--- config.mk ---
export PLATFORM = sky130hd
export DESIGN_NAME = co_oc_encoder
export DESIGN_NICKNAME = d
export VERILOG_FILES = /design/src/rtl/co_oc_encoder_pkg.sv /design/src/rtl/co_oc_encoder_outcode.sv /design/src/rtl/co_oc_encoder.sv
export SDC_FILE = /design/constraint.sdc
export NUM_CORES = 1
export LEC_CHECK = 0
export CELL_PAD_IN_SITES_DETAIL_PLACEMENT = 0
export CELL_PAD_IN_SITES_GLOBAL_PLACEMENT = 1
export CORE_ASPECT_RATIO = 1.25
export CORE_MARGIN = 1.5
export CORE_UTILIZATION = 33
export DETAILED_ROUTE_END_ITERATION = 8
export PLACE_DENSITY = 0.88
export SLEW_MARGIN = 20
export SYNTH_ARGS = -nofsm -noshare
export SYNTH_HDL_FRONTEND = slang
export SYNTH_HIERARCHICAL = 1
export SYNTH_SLANG_ARGS = --single-unit
export TNS_END_PERCENT = 50
--- constraint.sdc ---
create_clock -name clk -period 2.1 [get_ports clk]
set_clock_uncertainty 0.1 [all_clocks]
set_input_delay 0.42 -clock clk [delete_from_list [all_inputs] [get_ports clk]]
set_output_delay 0.42 -clock clk [all_outputs]
set_load 0.02 [all_outputs]
--- src/rtl/co_oc_encoder_pkg.sv ---
// Shared types and constants for the Cohen-Sutherland outcode front end.
package co_oc_encoder_pkg;

  localparam int POINT_W = 16;

  typedef struct packed {
    logic signed [POINT_W-1:0] x;
    logic signed [POINT_W-1:0] y;
  } point2d_t;

  localparam logic [3:0] OC_TOP    = 4'b1000;
  localparam logic [3:0] OC_BOTTOM = 4'b0100;
  localparam logic [3:0] OC_RIGHT  = 4'b0010;
  localparam logic [3:0] OC_LEFT   = 4'b0001;

  localparam logic signed [POINT_W-1:0] DEF_XMIN = 16'sd0;
  localparam logic signed [POINT_W-1:0] DEF_XMAX = 16'sd639;
  localparam logic signed [POINT_W-1:0] DEF_YMIN = 16'sd0;
  localparam logic signed [POINT_W-1:0] DEF_YMAX = 16'sd479;
  localparam int                        DEF_MAX_ITER = 4;

  function automatic logic oc_accept(input logic [3:0] oc0, input logic [3:0] oc1);
    return (oc0 | oc1) == 4'b0000;
  endfunction

  function automatic logic oc_reject(input logic [3:0] oc0, input logic [3:0] oc1);
    return (oc0 & oc1) != 4'b0000;
  endfunction

endpackage

--- src/rtl/co_oc_encoder_outcode.sv ---
// Combinational outcode of one point against an inclusive clip rectangle.
module co_oc_encoder_outcode
  import co_oc_encoder_pkg::*;
#(
  parameter int                        COORD_W = POINT_W,
  parameter logic signed [COORD_W-1:0] XMIN    = DEF_XMIN,
  parameter logic signed [COORD_W-1:0] XMAX    = DEF_XMAX,
  parameter logic signed [COORD_W-1:0] YMIN    = DEF_YMIN,
  parameter logic signed [COORD_W-1:0] YMAX    = DEF_YMAX
) (
  input  logic signed [COORD_W-1:0] x,
  input  logic signed [COORD_W-1:0] y,
  output logic        [3:0]         oc
);

  // Points lying exactly on an edge count as inside.
  assign oc = ((y > YMAX) ? OC_TOP    : 4'b0000)
            | ((y < YMIN) ? OC_BOTTOM : 4'b0000)
            | ((x > XMAX) ? OC_RIGHT  : 4'b0000)
            | ((x < XMIN) ? OC_LEFT   : 4'b0000);

endmodule

--- src/rtl/co_oc_encoder.sv ---
// Clip-loop front end: arbitration register (stage A) feeding an outcode register (stage B).
module co_oc_encoder
  import co_oc_encoder_pkg::*;
#(
  parameter int                        COORD_W  = POINT_W,
  parameter logic signed [COORD_W-1:0] XMIN     = DEF_XMIN,
  parameter logic signed [COORD_W-1:0] XMAX     = DEF_XMAX,
  parameter logic signed [COORD_W-1:0] YMIN     = DEF_YMIN,
  parameter logic signed [COORD_W-1:0] YMAX     = DEF_YMAX,
  parameter int                        MAX_ITER = DEF_MAX_ITER
) (
  input  logic       clk,
  input  logic       rst,
  input  logic       s_valid,
  output logic       s_ready,
  input  point2d_t   s_p0,
  input  point2d_t   s_p1,
  input  logic       r_valid,
  output logic       r_ready,
  input  point2d_t   r_p0,
  input  point2d_t   r_p1,
  input  logic [2:0] r_iter,
  output logic       m_valid,
  input  logic       m_ready,
  output point2d_t   m_p0,
  output point2d_t   m_p1,
  output logic [3:0] m_oc0,
  output logic [3:0] m_oc1,
  output logic [2:0] m_iter,
  output logic       m_accept,
  output logic       m_reject,
  output logic       busy
);

  localparam logic [2:0] MAX_ITER_L = 3'(MAX_ITER);

  logic       a_valid_q, a_valid_d;
  point2d_t   a_p0_q, a_p0_d, a_p1_q, a_p1_d;
  logic [2:0] a_iter_q, a_iter_d;

  logic       b_valid_q, b_valid_d;
  point2d_t   b_p0_q, b_p0_d, b_p1_q, b_p1_d;
  logic [3:0] b_oc0_q, b_oc0_d, b_oc1_q, b_oc1_d;
  logic [2:0] b_iter_q, b_iter_d;
  logic       b_accept_q, b_accept_d, b_reject_q, b_reject_d;

  logic       b_take_s, a_open_s;
  logic [3:0] oc0_s, oc1_s;
  logic       accept_s, reject_s;

  co_oc_encoder_outcode #(
    .COORD_W(COORD_W), .XMIN(XMIN), .XMAX(XMAX), .YMIN(YMIN), .YMAX(YMAX)
  ) u_oc0 (
    .x (a_p0_q.x),
    .y (a_p0_q.y),
    .oc(oc0_s)
  );

  co_oc_encoder_outcode #(
    .COORD_W(COORD_W), .XMIN(XMIN), .XMAX(XMAX), .YMIN(YMIN), .YMAX(YMAX)
  ) u_oc1 (
    .x (a_p1_q.x),
    .y (a_p1_q.y),
    .oc(oc1_s)
  );

  // Ready paths look only at occupancy, m_ready and r_valid so s_valid never loops back.
  assign b_take_s = a_valid_q & (~b_valid_q | m_ready);
  assign a_open_s = ~rst & (~a_valid_q | b_take_s);
  assign r_ready  = a_open_s;
  assign s_ready  = a_open_s & ~r_valid;

  assign accept_s = oc_accept(oc0_s, oc1_s);
  assign reject_s = oc_reject(oc0_s, oc1_s) | (~accept_s & (a_iter_q >= MAX_ITER_L));

  // Next-state for both pipeline stages.
  always_comb begin
    a_valid_d  = a_valid_q;
    a_p0_d     = a_p0_q;
    a_p1_d     = a_p1_q;
    a_iter_d   = a_iter_q;
    b_valid_d  = b_valid_q;
    b_p0_d     = b_p0_q;
    b_p1_d     = b_p1_q;
    b_oc0_d    = b_oc0_q;
    b_oc1_d    = b_oc1_q;
    b_iter_d   = b_iter_q;
    b_accept_d = b_accept_q;
    b_reject_d = b_reject_q;

    if (b_take_s) begin
      b_valid_d  = 1'b1;
      b_p0_d     = a_p0_q;
      b_p1_d     = a_p1_q;
      b_oc0_d    = oc0_s;
      b_oc1_d    = oc1_s;
      b_iter_d   = a_iter_q;
      b_accept_d = accept_s;
      b_reject_d = reject_s;
    end else if (m_ready) begin
      b_valid_d = 1'b0;
    end else begin
      b_valid_d = b_valid_q;
    end

    if (a_open_s) begin
      if (r_valid) begin
        a_valid_d = 1'b1;
        a_p0_d    = r_p0;
        a_p1_d    = r_p1;
        a_iter_d  = r_iter + 3'd1;
      end else if (s_valid) begin
        a_valid_d = 1'b1;
        a_p0_d    = s_p0;
        a_p1_d    = s_p1;
        a_iter_d  = 3'd0;
      end else begin
        a_valid_d = 1'b0;
      end
    end else begin
      a_valid_d = a_valid_q;
    end
  end

  // Pipeline registers with synchronous reset.
  always_ff @(posedge clk) begin
    if (rst) begin
      a_valid_q  <= 1'b0;
      a_p0_q     <= '0;
      a_p1_q     <= '0;
      a_iter_q   <= 3'd0;
      b_valid_q  <= 1'b0;
      b_p0_q     <= '0;
      b_p1_q     <= '0;
      b_oc0_q    <= 4'b0000;
      b_oc1_q    <= 4'b0000;
      b_iter_q   <= 3'd0;
      b_accept_q <= 1'b0;
      b_reject_q <= 1'b0;
    end else begin
      a_valid_q  <= a_valid_d;
      a_p0_q     <= a_p0_d;
      a_p1_q     <= a_p1_d;
      a_iter_q   <= a_iter_d;
      b_valid_q  <= b_valid_d;
      b_p0_q     <= b_p0_d;
      b_p1_q     <= b_p1_d;
      b_oc0_q    <= b_oc0_d;
      b_oc1_q    <= b_oc1_d;
      b_iter_q   <= b_iter_d;
      b_accept_q <= b_accept_d;
      b_reject_q <= b_reject_d;
    end
  end

  assign m_valid  = b_valid_q;
  assign m_p0     = b_p0_q;
  assign m_p1     = b_p1_q;
  assign m_oc0    = b_oc0_q;
  assign m_oc1    = b_oc1_q;
  assign m_iter   = b_iter_q;
  assign m_accept = b_accept_q;
  assign m_reject = b_reject_q;
  assign busy     = a_valid_q | b_valid_q;

endmodule
After elaboration in Yosys (flattened, before gate mapping). Cells that the tools add are included.

Order comparisons: 9. Multiplexer cells: 18. Bitwise gates (word level): 21. $add $sub $neg: 1. Reduce and logical (&&, ||, !) cells: 5.

Operators by type and width (number): $mux 32 (4); $lt 16x1->1 const B (4); $gt 16x10->1 const B (2); $gt 16x11->1 const B (2); $or 4x4->4 (7); $mux 3 (4); $mux 4 (2); $mux 1 (6); $not 1->1 (5); $and 1x1->1 (4); $and 4x4->4 (1); $logic_not 4->1 (1); $mux 2 (2); $or 1x1->1 (4); $reduce_bool 2->1 (2); $reduce_bool 4->1 (1); $add 3x1->3 const B (1); $ge 3x3->1 const B (1); $reduce_and 2->1 (1).

Input bits: 136. Output and inout port bits: 81. Bits in registers: 146.

Longest topological paths before layout.
Depth in word-level cells: 10. Gate-level depth with buffers: 6.

Modules after synthesis. The synthesis kept the hierarchy.

By module, submodules not included: co_oc_encoder (cells each 684, instances 1, area an instance 6197.2 um^2); co_oc_encoder_outcode (cells each 10, instances 2, area an instance 63.8 um^2).

Worst setup path after synthesis. No wires, ideal clock.

Path kind: input to output. From: in r_valid. To: out s_ready. Data required time: 1580 ps. Slack: 148 ps. Stages on the path: 4. Arrival time: 1432 ps. Cells stage by stage: buf_2 > buf_4 > buf_2 > nor3_1.

Word-level cells in the longest chain between the ends: 2.

Ends and longest elaborated chain: start: declaration (line co_oc_encoder.sv:18) `input logic r_valid,`; $not 1->1 (line co_oc_encoder.sv:71) `assign s_ready = a_open_s & ~r_valid;`; $and 1x1->1 (line co_oc_encoder.sv:71); end: declaration (line co_oc_encoder.sv:15) `output logic s_ready,`.

Every way passes these cells.

Final worst setup path.
From: in m_ready. To: out r_ready.

Word-level cells in the longest chain between the ends: 4.

Ends and longest elaborated chain: start: declaration (line co_oc_encoder.sv:24) `input logic m_ready,`; $or 1x1->1 (line co_oc_encoder.sv:68) `assign b_take_s = a_valid_q & (~b_valid_q | m_ready);`; $and 1x1->1 (line co_oc_encoder.sv:68); $or 1x1->1 (line co_oc_encoder.sv:69) `assign a_open_s = ~rst & (~a_valid_q | b_take_s);`; $and 1x1->1 (line co_oc_encoder.sv:69); end: declaration (line co_oc_encoder.sv:19) `output logic r_ready,`.

Every way passes these cells.

==> run summary <==
The run finished with clean final reports. In this run the worst hold path is classified as register to register. After clock tree synthesis, the flow added hold-fix buffers numbering 0. The worst setup path is captured at a primary output. The clock passes through at most 2 buffers. The fraction of synthesized cell area taken by the top area cell type is 46.2%. The core region is 18800 um2. The ratio of total power to cell area came out at 809 nW/um2. The worst slew slack as a fraction of its limit is 34.7%. The required time at the endpoint of the critical path is 1580 ps. The kind of critical path is input port to primary output. The effective utilization at floorplan is 33.7%. Summing all non-filler instances in the final layout gives an area of 9300 um2. The count of buffer and inverter cells on the critical path is 2. The number of warnings reported in the yosys synthesis log came out at 6.

The clock period minus final worst setup slack is 2040 ps. The global-route usage over all layers is 19.6%. The root buffer cell is sky130_fd_sc_hd__clkbuf_16.

The worst hold path terminates at m_p1[17]. Derived from the worst setup path, the maximum achievable clock frequency is 490 MHz. The wire length reported by the detailed router came out at 19800 um. The insertion delay to the later sink of the worst-skew pair came out at 420 ps.

For this run, the number of standard cells in the final layout without fillers is 1125. The H-tree was split into 4 levels. The number of top-level pins is 217. The cell area after synthesis came out at 6320 um2.

The final hold violation count is 0. The worst hold path begins at a_p1_q[17]. Counting instances in the post-synthesis netlist gives the leading cell types as sky130_fd_sc_hd__dfxtp_1, sky130_fd_sc_hd__o21ai_0, sky130_fd_sc_hd__a21oi_1, sky130_fd_sc_hd__nand3_1, sky130_fd_sc_hd__a31oi_1. The final critical-path share of the clock period came out at 97.2%. The share of flip-flops with an asynchronous set or reset after synthesis came out at 0%.

Of all nets on the critical path, the largest fanout is 3. Summing the sequential cell areas from Yosys gives 46.2% of the chip area. Data arrives at the worst endpoint at 1520 ps. The synthesized design contains 0 enable-type register cells.

The tree built by TritonCTS fans out to 146 sinks. The register-to-register setup slack is 300 ps. The most used flip-flop cell after synthesis is sky130_fd_sc_hd__dfxtp_1. The total DRC errors in the routed layout is 0.

The die area is 20000 um2. The final count of pins violating max slew came out at 0. The count of input and output buffers came out at 216. The largest area contributor in the netlist is sky130_fd_sc_hd__dfxtp_1.

The endpoint identified for the worst register-to-register timing path is m_reject. The number of global-route vias before repair was 5894. TritonCTS built the clock tree.

The total grt overflow is 0. The post-synthesis area per instance came out at 8.98 um2. The die boundary height is 158 um. Setup violations remaining at the end of the flow were counted as 0. The first global-routing pass estimated 30900 um of wire. The iteration-0 DRC count of the detailed router came out at 461. The maximum resistive drop on vdd is 542 uV.

The number of buffers added by the clock tree synthesis step is 17. After the last flow step, the layout net total stands at 1016. The largest net degree at the start of global routing came out at 97. The area growth from synthesis to layout is 47.0%. The number of distinct standard cells referenced by the synthesized netlist came out at 32. Synthesis handed over a netlist of 704 instances. Measured in cells, the most critical reg-to-reg path has a length of 5. The measured slew at the worst slew-check pin is 979 ps. The weighted congestion reported at the end of routability-driven placement came out at 0.813. In this run the critical register-to-register path is launched from a_p1_q[13]. The number of cell rows came out at 56. Summing all placed instances gives a cell area of 8660 um2.

The largest stage delay on the critical path is 480 ps. The average vias per placed instance is 5.51. Summed over all nets, the half-perimeter wirelength after detailed placement is 13400 um. The reported leakage power came out at 3.34 nW. The reported max-cap violation count came out at 0. The critical path goes through clkdlybuf4s50_1 > and3b_1 > nor2_1 > dlygate4sd2_1. sky130_fd_sc_hd__dfxtp_1 is the most common cell in the netlist. Yosys attributes the largest share of cell area to sky130_fd_sc_hd__dfxtp_1, sky130_fd_sc_hd__mux2i_1, sky130_fd_sc_hd__a211oi_1. The largest individual stage delay along the critical path comes from the cell sky130_fd_sc_hd__clkdlybuf4s50_1. The worst setup path is launched from an input port.

Setup repair after global routing left no endpoint under its margin. The cell family contributing the most delay on the critical path is buffers and inverters. The proportion of layout cells with a drive suffix above 1 is 8.52%. The number of antenna violations at the first check in global routing is 1. Along the worst hold path, the cell count comes to 2. The clock transition at the registers of the reported paths is 60 ps. The routed wire length per instance is 17.6 um.

The total nets after synthesis is 841. The post-synthesis register bit count came out at 146. The die is 127 um wide. The number of cells after detailed placement is 1092. The number of optimization iterations in the first detailed-route pass is 6.

Once detail routing completed, the nets flagged for antenna violations numbered 0. The final route contains 6194 vias.
[kinds of logic (layout without fill, tap and decap cells)]
logic type	after synthesis	count (layout)	synth area share, %
buffers and inverters	93	281	6.92
AOI/OAI and AO/OA	298	298	27.8
DFF	146	146	46.2
muxes	64	64	10.1
adders and majority gates	1	1	0.198
other	0	1	0
and+or+nand+nor	101	101	8.59
xor gates and xnor gates	1	1	0.139
[metrics by stage]
| step | worst slack, ps | hold WS, ps | power, mW | util (%) | setup TNS (ps) |
|---|---|---|---|---|---|
| 2_1_floorplan | 148 | 343 | 3.75 | - | 0 |
| 3_3_place_gp | -283 | 354 | 4.32 | 46.1 | -2010 |
| 3_5_place_dp | -274 | 360 | 4.34 | 46.1 | -2770 |
| 4_1_cts | 5.41 | 368 | 7.59 | 49.5 | 0 |
| 5_1_grt | 8.63 | 389 | 7.83 | 49.5 | 0 |
| 6_report | 59.1 | 366 | 7.52 | 49.5 | 0 |
[where the power goes]
part | switching, mW | internal, mW
Clock | 1.24 | 2.00
Sequential | 0.119 | 2.95
Combinational | 0.602 | 0.607
[repair_timing]
| item | 4_1_cts | 5_1_grt |
|---|---|---|
| gates resized for setup | 3 | 5 |
| endpoints found under the setup margin | 3 | 3 |
| gates cloned | 0 | 0 |
| buffers inserted | 0 | 0 |
[final cells by class]
class,count,area [um2]
diodes,1,2.50
repair buffers,246,2450
multi-input cells,465,2980
well taps,232,290
inverters,3,11.3
clock inverters,15,208
flip-flops and latches,146,2930
clock buffers,17,425
fillers,1791,9480
[layer usage]
layer  vias to the layer above  track usage, %  part of all wire [%]
met5                         -               0                     0
met2                       203            33.7                    50
li1                       3006               -                     -
met3                        26            5.10                   5.7
met4                         0            8.23                   2.5
met1                      2959            23.3                    42
[worst max-delay path by stage]
stage          depth (start not counted)  slack, ps  endpoint  startpoint
6_report                               4         60   r_ready     m_ready
5_1_grt                                4          9   r_ready     m_ready
4_1_cts                                1          5   m_valid     m_valid
3_5_place_dp                           4       -270   s_ready     m_ready
3_3_place_gp                           4       -280   s_ready     m_ready
2_1_floorplan                          4        150   s_ready     r_valid
[state kept, by name, indices dropped and copies added, names as in the netlist, 3 cells and up]
signal	flops
a_p0_q	32
a_p1_q	32
m_p0	32
m_p1	32
m_oc0	4
m_oc1	4
a_iter_q	3
m_iter	3
[worst min-delay path, cell delays in order, from the launching register on]
cell	delay [ps]
sky130_fd_sc_hd__dfxtp_1	310
sky130_fd_sc_hd__nand3_1	60
sky130_fd_sc_hd__a21oi_1	50
[cell usage in the layout (no fill, tap or decap), types with 3 or more instances in the layout]
cell                              count
sky130_fd_sc_hd__clkdlybuf4s50_1    210
sky130_fd_sc_hd__dfxtp_1            144
sky130_fd_sc_hd__o21ai_0             80
sky130_fd_sc_hd__a21oi_1             78
sky130_fd_sc_hd__nand3_1             76
sky130_fd_sc_hd__a31oi_1             68
sky130_fd_sc_hd__a211oi_1            65
sky130_fd_sc_hd__mux2i_1             64
sky130_fd_sc_hd__buf_4               26
sky130_fd_sc_hd__clkbuf_16           17
sky130_fd_sc_hd__nor2_1               6
sky130_fd_sc_hd__buf_12               6
sky130_fd_sc_hd__nor3_1               4
sky130_fd_sc_hd__bufinv_16            4
sky130_fd_sc_hd__clkinv_4             4
sky130_fd_sc_hd__o211ai_1             3
sky130_fd_sc_hd__nand4_1              3
sky130_fd_sc_hd__clkinvlp_4           3
No activity file was read; power rests on OpenSTA's default activity.
